--- src/rtl/wb_regfile.sv ---
`default_nettype none
// ============================================================================
// Module   : wb_regfile
// Brief    : RV32I writeback result select, 32x32 register file with
//            write-to-read bypass, and retired-instruction counter.
// Revision : 1.0 - initial release
// ============================================================================
module wb_regfile #(
   parameter int XLEN  = 32,
   parameter int CNT_W = 64
) (
   input  logic              clk,
   input  logic              rst_n,
   input  logic              wb_valid_i,
   input  logic [XLEN-1:0]   wb_alu_result_i,
   input  logic [XLEN-1:0]   wb_mem_read_data_i,
   input  logic [XLEN-1:0]   wb_pc_plus_4_i,
   input  logic [4:0]        wb_rd_addr_i,
   input  logic              wb_reg_write_en_i,
   input  logic [1:0]        wb_mem_to_reg_i,
   input  logic [4:0]        id_rs1_addr_i,
   input  logic [4:0]        id_rs2_addr_i,
   output logic [XLEN-1:0]   id_rs1_data_o,
   output logic [XLEN-1:0]   id_rs2_data_o,
   output logic [XLEN-1:0]   wb_write_data_o,
   output logic              wb_write_en_o,
   output logic [CNT_W-1:0]  instret_o,
   output logic              sel_err_o
);

   localparam logic [1:0] c_SEL_ALU  = 2'b00;
   localparam logic [1:0] c_SEL_MEM  = 2'b01;
   localparam logic [1:0] c_SEL_PC4  = 2'b10;
   localparam logic [1:0] c_SEL_RSVD = 2'b11;

   // x0 is hardwired, so only x1..x31 get storage
   logic [XLEN-1:0]  r_regs [1:31];
   logic [CNT_W-1:0] r_instret;
   logic             r_sel_err;
   logic [XLEN-1:0]  w_write_data;
   logic             w_write_en;

   always_comb begin
      w_write_data = '0;
      case (wb_mem_to_reg_i)
         c_SEL_ALU: w_write_data = wb_alu_result_i;
         c_SEL_MEM: w_write_data = wb_mem_read_data_i;
         c_SEL_PC4: w_write_data = wb_pc_plus_4_i;
         default:   w_write_data = '0;
      endcase
   end

   assign w_write_en = wb_valid_i & wb_reg_write_en_i &
                       (wb_rd_addr_i != 5'd0) & (wb_mem_to_reg_i != c_SEL_RSVD);

   // Reads bypass the in-flight writeback so decode sees it in the same cycle
   always_comb begin
      id_rs1_data_o = '0;
      if (id_rs1_addr_i != 5'd0) begin
         if (w_write_en && (id_rs1_addr_i == wb_rd_addr_i))
            id_rs1_data_o = w_write_data;
         else
            id_rs1_data_o = r_regs[id_rs1_addr_i];
      end
   end

   always_comb begin
      id_rs2_data_o = '0;
      if (id_rs2_addr_i != 5'd0) begin
         if (w_write_en && (id_rs2_addr_i == wb_rd_addr_i))
            id_rs2_data_o = w_write_data;
         else
            id_rs2_data_o = r_regs[id_rs2_addr_i];
      end
   end

   always_ff @(posedge clk or negedge rst_n) begin
      if (!rst_n) begin
         for (int i = 1; i < 32; i++)
            r_regs[i] <= '0;
      end else if (w_write_en) begin
         r_regs[wb_rd_addr_i] <= w_write_data;
      end
   end

   // Counts every retiring instruction, writers or not; wraps silently
   always_ff @(posedge clk or negedge rst_n) begin
      if (!rst_n) begin
         r_instret <= '0;
         r_sel_err <= 1'b0;
      end else if (wb_valid_i) begin
         r_instret <= r_instret + CNT_W'(1);
         if (wb_mem_to_reg_i == c_SEL_RSVD)
            r_sel_err <= 1'b1;
      end
   end

   assign wb_write_data_o = w_write_data;
   assign wb_write_en_o   = w_write_en;
   assign instret_o       = r_instret;
   assign sel_err_o       = r_sel_err;

endmodule
`default_nettype wire

--- config.mk ---
export PLATFORM = sky130hd
export DESIGN_NAME = wb_regfile
export DESIGN_NICKNAME = d
export VERILOG_FILES = /design/src/rtl/wb_regfile.sv
export SDC_FILE = /design/constraint.sdc
export NUM_CORES = 2
export LEC_CHECK = 0
export BUFFER_PORTS_ARGS = -buffer_cell sky130_fd_sc_hd__buf_2
export CORE_MARGIN = 2
export CORE_UTILIZATION = 50
export DETAILED_ROUTE_END_ITERATION = 8
export HOLD_SLACK_MARGIN = 0.06
export PLACE_DENSITY = 0.7
export SLEW_MARGIN = 20
export SYNTH_ARGS = -nofsm -noshare
export SYNTH_HDL_FRONTEND = slang
export SYNTH_SLANG_ARGS = --single-unit
--- constraint.sdc ---
create_clock -name clk -period 2.3 [get_ports clk]
set_input_delay 0.345 -clock clk [delete_from_list [all_inputs] [get_ports clk]]
set_output_delay 0.345 -clock clk [all_outputs]
set_load 0.01 [all_outputs]
# Word level (Yosys, flattened, before mapping)
# Cells that the tools add are included.
dict set report totals {
  latchBits 0
  ram_bits 0
  register_bits 1057
  output_inout_bits 162
  elab_cells 72
  in_bits 117
  romBits 0
  memories 0
}
dict set report classes {
  add_sub_neg 1
  magnitude_cmp 4
  bitwise_logic 6
  div_mod_pow 0
  shifts 0
  n_eq_ne 6
  mul 0
  mux 14
  n_reduce_logical 8
}
# operator count
set op_table {}
lappend op_table {{992-bit bitwise mux} 1}
lappend op_table {{32-bit binary-select mux with 5-bit select} 2}
lappend op_table {{32-bit two-way mux} 9}
lappend op_table {{32-bit demux with 5-bit select} 1}
lappend op_table {{32-bit one-hot mux with 3 select lines} 1}
lappend op_table {{64-bit by 1-bit adder with 64-bit output (second input constant)} 1}
lappend op_table {{6-bit greater-or-equal comparator (second input constant)} 3}
lappend op_table {{5-bit inverter with 6-bit output} 3}
lappend op_table {{5-bit nonzero test} 3}
lappend op_table {{5-bit == test} 2}
lappend op_table {{6-bit by 1-bit < comparator with 1-bit output (second input constant)} 1}
lappend op_table {{2-bit == test (second input constant)} 2}
lappend op_table {{1-bit bitwise AND} 3}
lappend op_table {{1-bit logical AND} 3}
lappend op_table {{2-bit by 1-bit == test with 1-bit output (second input constant)} 1}
lappend op_table {{2-bit logical NOT} 1}
lappend op_table {{2-bit inequality test (second input constant)} 1}
lappend op_table {{2-bit AND reduction} 1}

# Longest topological paths before layout
dict set report logic_depth {
  depth_word 6
  mapped_depth 9
  depth_no_buf 6
}

# Worst setup path before layout
# OpenSTA, ideal clock, no wires.
dict set report synth_timing {
  kind {input to output}
  from {input id_rs1_addr_i[0]}
  to {output id_rs1_data_o[12]}
  arrival_time_ps 2098
  required_ps 1955
  path_buffers 5
  path_stages 9
  path_slack_ps -143
  cell_sequence {clkbuf_2 buf_2 buf_2 buf_2 buf_4 mux2i_1 o22ai_1 o311ai_0 o211ai_1}
}
dict set report synth_between {
  elab_chain_cells 6
  elab_cells_between_ends 9
  classes_between {1 x eq/ne; 5 x mux; 1 x bitwise; 2 x reduce/logical}
}
# element line_no
set synth_lines {}
lappend synth_lines {{start: declaration} 21} ;# input logic [4:0] id_rs1_addr_i,
lappend synth_lines {{5-bit inverter with 6-bit output (implied by the code)} 63} ;# id_rs1_data_o = r_regs[id_rs1_addr_i];
lappend synth_lines {{32-bit binary-select mux with 5-bit select} 63}
lappend synth_lines {{32-bit two-way mux (implied by the code) (2 in series)} 63}
lappend synth_lines {{32-bit two-way mux} 60} ;# if (w_write_en && (id_rs1_addr_i == wb_rd_addr_i))
lappend synth_lines {{32-bit two-way mux (*)} 59} ;# if (id_rs1_addr_i != 5'd0) begin
lappend synth_lines {{end: declaration} 23} ;# output logic [XLEN-1:0] id_rs1_data_o,
# Every way passes the cells marked *; elsewhere a longest branch is shown, timed or not. The select of a mux whose other input is x is not followed.

# Final worst setup path
dict set report layout_timing {
  from {register r_regs[258] in the netlist's numbering}
  to {output id_rs1_data_o[2]}
}
dict set report layout_between {
  elab_chain_cells 5
}
# element line_no
set layout_lines {}
lappend layout_lines {{start: declaration} 37} ;# logic [XLEN-1:0] r_regs [1:31];
lappend layout_lines {{start signal: indexed assignment} 82} ;# r_regs[wb_rd_addr_i] <= w_write_data;
lappend layout_lines {{32-bit binary-select mux with 5-bit select} 63}
lappend layout_lines {{32-bit two-way mux (implied by the code) (2 in series)} 63}
lappend layout_lines {{32-bit two-way mux} 60}
lappend layout_lines {{32-bit two-way mux} 59}
# No other way between the ends. The select of a mux whose other input is x is not followed.

==> impl_results.md <==
* Non-filler cells, final at between 7k and 8k
* Fin worst setup slack at -0.6997 ns
* R2R Setup Slk at 0.20 ns
* Status: complete, but fails checks
* Crit Reg-Reg Endpoint: instret_o[60]
* Finish-stage setup viols at 65
* Clock Skew at roughly 0.0094 ns
* Clk buf depth at 3
* CTS root buffer: clkbuf_16
* Number of CTS-inserted buffers at 110
* Area Overhead vs Synth at 27.45%
* Violated checks: setup timing
* Area contributors post-synth: dfrtp_1 (47%), mux4_2 (16%), a21oi_1 (6.5%), nor2_1 (4.8%), mux2i_1 (4.3%)
* Synth Register Bits at around 1.1k
* Gr ovfl total at 0
* FF-to-FF path depth at 6
* Initial Utilization at 0.5048
* Initial antenna violation count at 3
* I/O pins at roughly 280
* Drt wl/cell at ~27 µm
* Die H at 338.5 µm
* Final Hold Fails at 0
* DR vias/cell at ~6.5
* Setup CP Type: flip-flop to primary output
* Synth top area share at 0.4729
* Cell Chain, Critical Path: mux4_2, mux2_2, o2111ai_2, o211ai_1, buf_2
* Row cnt at 122
* CP Launch Type: flip-flop
* Nets at 6,071
* RePlAce Congestion at approximately 0.94
* Post-DRT Antenna Nets at 0
* Post-Syn Nets at between 5k and 6k
* Final Power at between 50 and 60 mW
* Total Routing Usage GR at 0.3458
* Hpwl dp at around 130,000 µm
* Min-delay worst type: primary input to flip-flop
* Max_cap viols at 0
* Worst setup EP type: primary output
* Drt total wl at 202,300 µm
* Hold wc startpoint: wb_mem_read_data_i[19]
* Iter 0 DRT Violations at about 6.5k
* Post-synth EDFFs at 0
* Actual slew at the worst max-slew pin at 0.7425 ns
* Routed vias at about 49k
* Pleak at about 32 nW
* Largest net degree at the start of global routing at between 100 and 150
* Syn Area/Cell at approximately 11 µm²
* Max-slew violations at 0
* Peak fanout along the critical path at 2
* Share of post-route cells with drive strength above 1 at 0.3371
* RSZ-0062 raised after global routing: yes
* Die width at about 340 µm
* WP buf/inv at 1
* RR Startpoint: instret_o[10]
* Critical Path RT at between 1.5 and 2 ns
* Core ar. at approximately 110,000 µm²
* # placed instances at roughly 7.2k
* Max stage delay on crit path at approximately 0.47 ns
* Hold endpoint: r_regs[883]
* Yosys warning total at 0
* Met2 routed WL at slightly above 90,000 µm
* Top_reg_cell synth: dfrtp_1
* Register area share after synthesis at 0.4729
* Pwr dens at around 800 nW/µm²
* CTS Sinks at about 1.1k
* Fraction of registers with async set/reset at 1.000
* Min cycle time layout at 3.000 ns
* Most numerous cell in the Yosys netlist: dfrtp_1
* Fillers at between 8k and 9k
* Number of global-route vias before repair at 48.60k
* Netlist Area Pre-Place at 55,940 µm²
* DIE AREA at ~110,000 µm²
* CTS clk-pin slew, worst paths at 0.07 ns
* Critical Path AT at roughly 2.7 ns
* Htree depth at 3
* CP top delay family: multiplexers
* Post-synthesis cell count at about 5.3k
* Period utilization at 1.304
* First-pass GRT wire length at around 300,000 µm
* Fmax at approximately 330 MHz
* Drt drc at 0
* PortBufs at 278
* Max IR drop VDD at between 0.6 and 0.7 mV
* Slew headroom at 0.5050
* WHS Path Cells at 5
* M1 WL at 76,250 µm
* CTS tree: yes
* Clock latency on the worst-skew pair at just under 0.7 ns
* Post-place setup slack at -0.7163 ns
* Area leader, netlist: dfrtp_1
* Final Util at 0.6433
* 1st-pass router iterations at 6
* Crit path max-delay cell type: mux4_2
* Top sig layer: met5
* Post-synth top cells: dfrtp_1 (1,057), a21oi_1 (728), nor2_1 (716)
* DR WL met3 at about 25,000 µm
* Post-synthesis cell type count at 57
-- worst register-to-register path: cells and delay by family, from the launching register on --
| kind | cells | cell delay [ns] |
|---|---|---|
| xor gates and xnor gates | 1 | 0.18 |
| DFF | 1 | 0.46 |
| and+or+nand+nor | 4 | 1.16 |
| buffers and inverters | 1 | 0.21 |
-- layer usage --
layer / global-route usage / up-vias
met2: 0.5159 / 3219
li1: - / 20590
met5: 0 / -
met1: 0.4686 / 24520
met3: 0.09735 / 690
met4: 0.1664 / 2
-- cell usage in the layout, fill, tap and decap left out, drive strengths merged, types with 45 or more instances in the layout --
cell type / instances
buf: 1048
mux4: 385
nor2: 716
mux2i: 238
nand2: 555
o21ai: 366
a221oi: 64
clkbuf: 149
dfrtp: 1057
mux2: 114
inv: 45
nand3: 100
a21oi: 728
-- flip-flops by register name (all words and copies together) (netlist names) --
register	cells
sel_err_o	1
instret_o	64
r_regs	992
-- cell families after synthesis --
logic type | Yosys count | share of synthesized area
AOI/OAI and AO/OA | 1356 | 0.1378
xor gates and xnor gates | 73 | 0.01143
adders and majority gates | 1 | 0.0002236
buffers and inverters | 579 | 0.04429
DFF | 1057 | 0.4729
muxes | 737 | 0.2205
and+or+nand+nor | 1521 | 0.1129
-- layout make-up --
cell class	count	area, µm²	area share
Timing Repair Buffer	1053	9938	0.1394
Inverter	42	161.4	0.002264
Tap cell	1488	1862	0.02611
Antenna cell	2	5.005	0.00007020
Sequential cell	1057	26450	0.3710
Clock buffer	148	3119	0.04375
Clock inverter	59	828.3	0.01162
Multi-Input combinational cell	3689	28930	0.4058
-- where the power goes --
part | switching (mW) | leakage (nW) | internal [mW]
logic | 6.23 | 15.9 | 6.28
clock network | 7.93 | 1.93 | 11.7
registers | 2.11 | 14.0 | 21.2
total | 16.3 | 31.8 | 39.2
-- per-stage QoR --
stage          TNS (ns)  area [µm²]  hold WS [ns]
6_report         -29.96       71290        0.1268
5_1_grt          -31.88       71290        0.1532
4_1_cts          -29.48       70260        0.1099
3_5_place_dp     -94.56       64250        0.1992
3_3_place_gp     -68.45       64250        0.1980
2_1_floorplan   -0.1009       56160       0.04941
-- worst max path at each step --
stage / from / to / slack (ns) / cells past startpoint
2_1_floorplan: wb_rd_addr_i[1] / id_rs2_data_o[10] / -0.02 / 9
3_3_place_gp: wb_rd_addr_i[3] / id_rs2_data_o[28] / -0.69 / 8
3_5_place_dp: wb_rd_addr_i[3] / id_rs2_data_o[28] / -0.72 / 8
4_1_cts: r_regs[418] / id_rs1_data_o[2] / -0.64 / 5
5_1_grt: r_regs[738] / id_rs1_data_o[2] / -0.72 / 6
6_report: r_regs[258] / id_rs1_data_o[2] / -0.70 / 5
-- repair_timing --
action                     4_1_cts  5_1_grt
resized for setup              233      122
setup endpoints to repair       83       82
hold endpoints to repair       615        0
pin swaps                       98       88
gates cloned                     2        1
buffers inserted               121       48
hold buffers                     4        0
No activity file was read; power rests on OpenSTA's default activity.
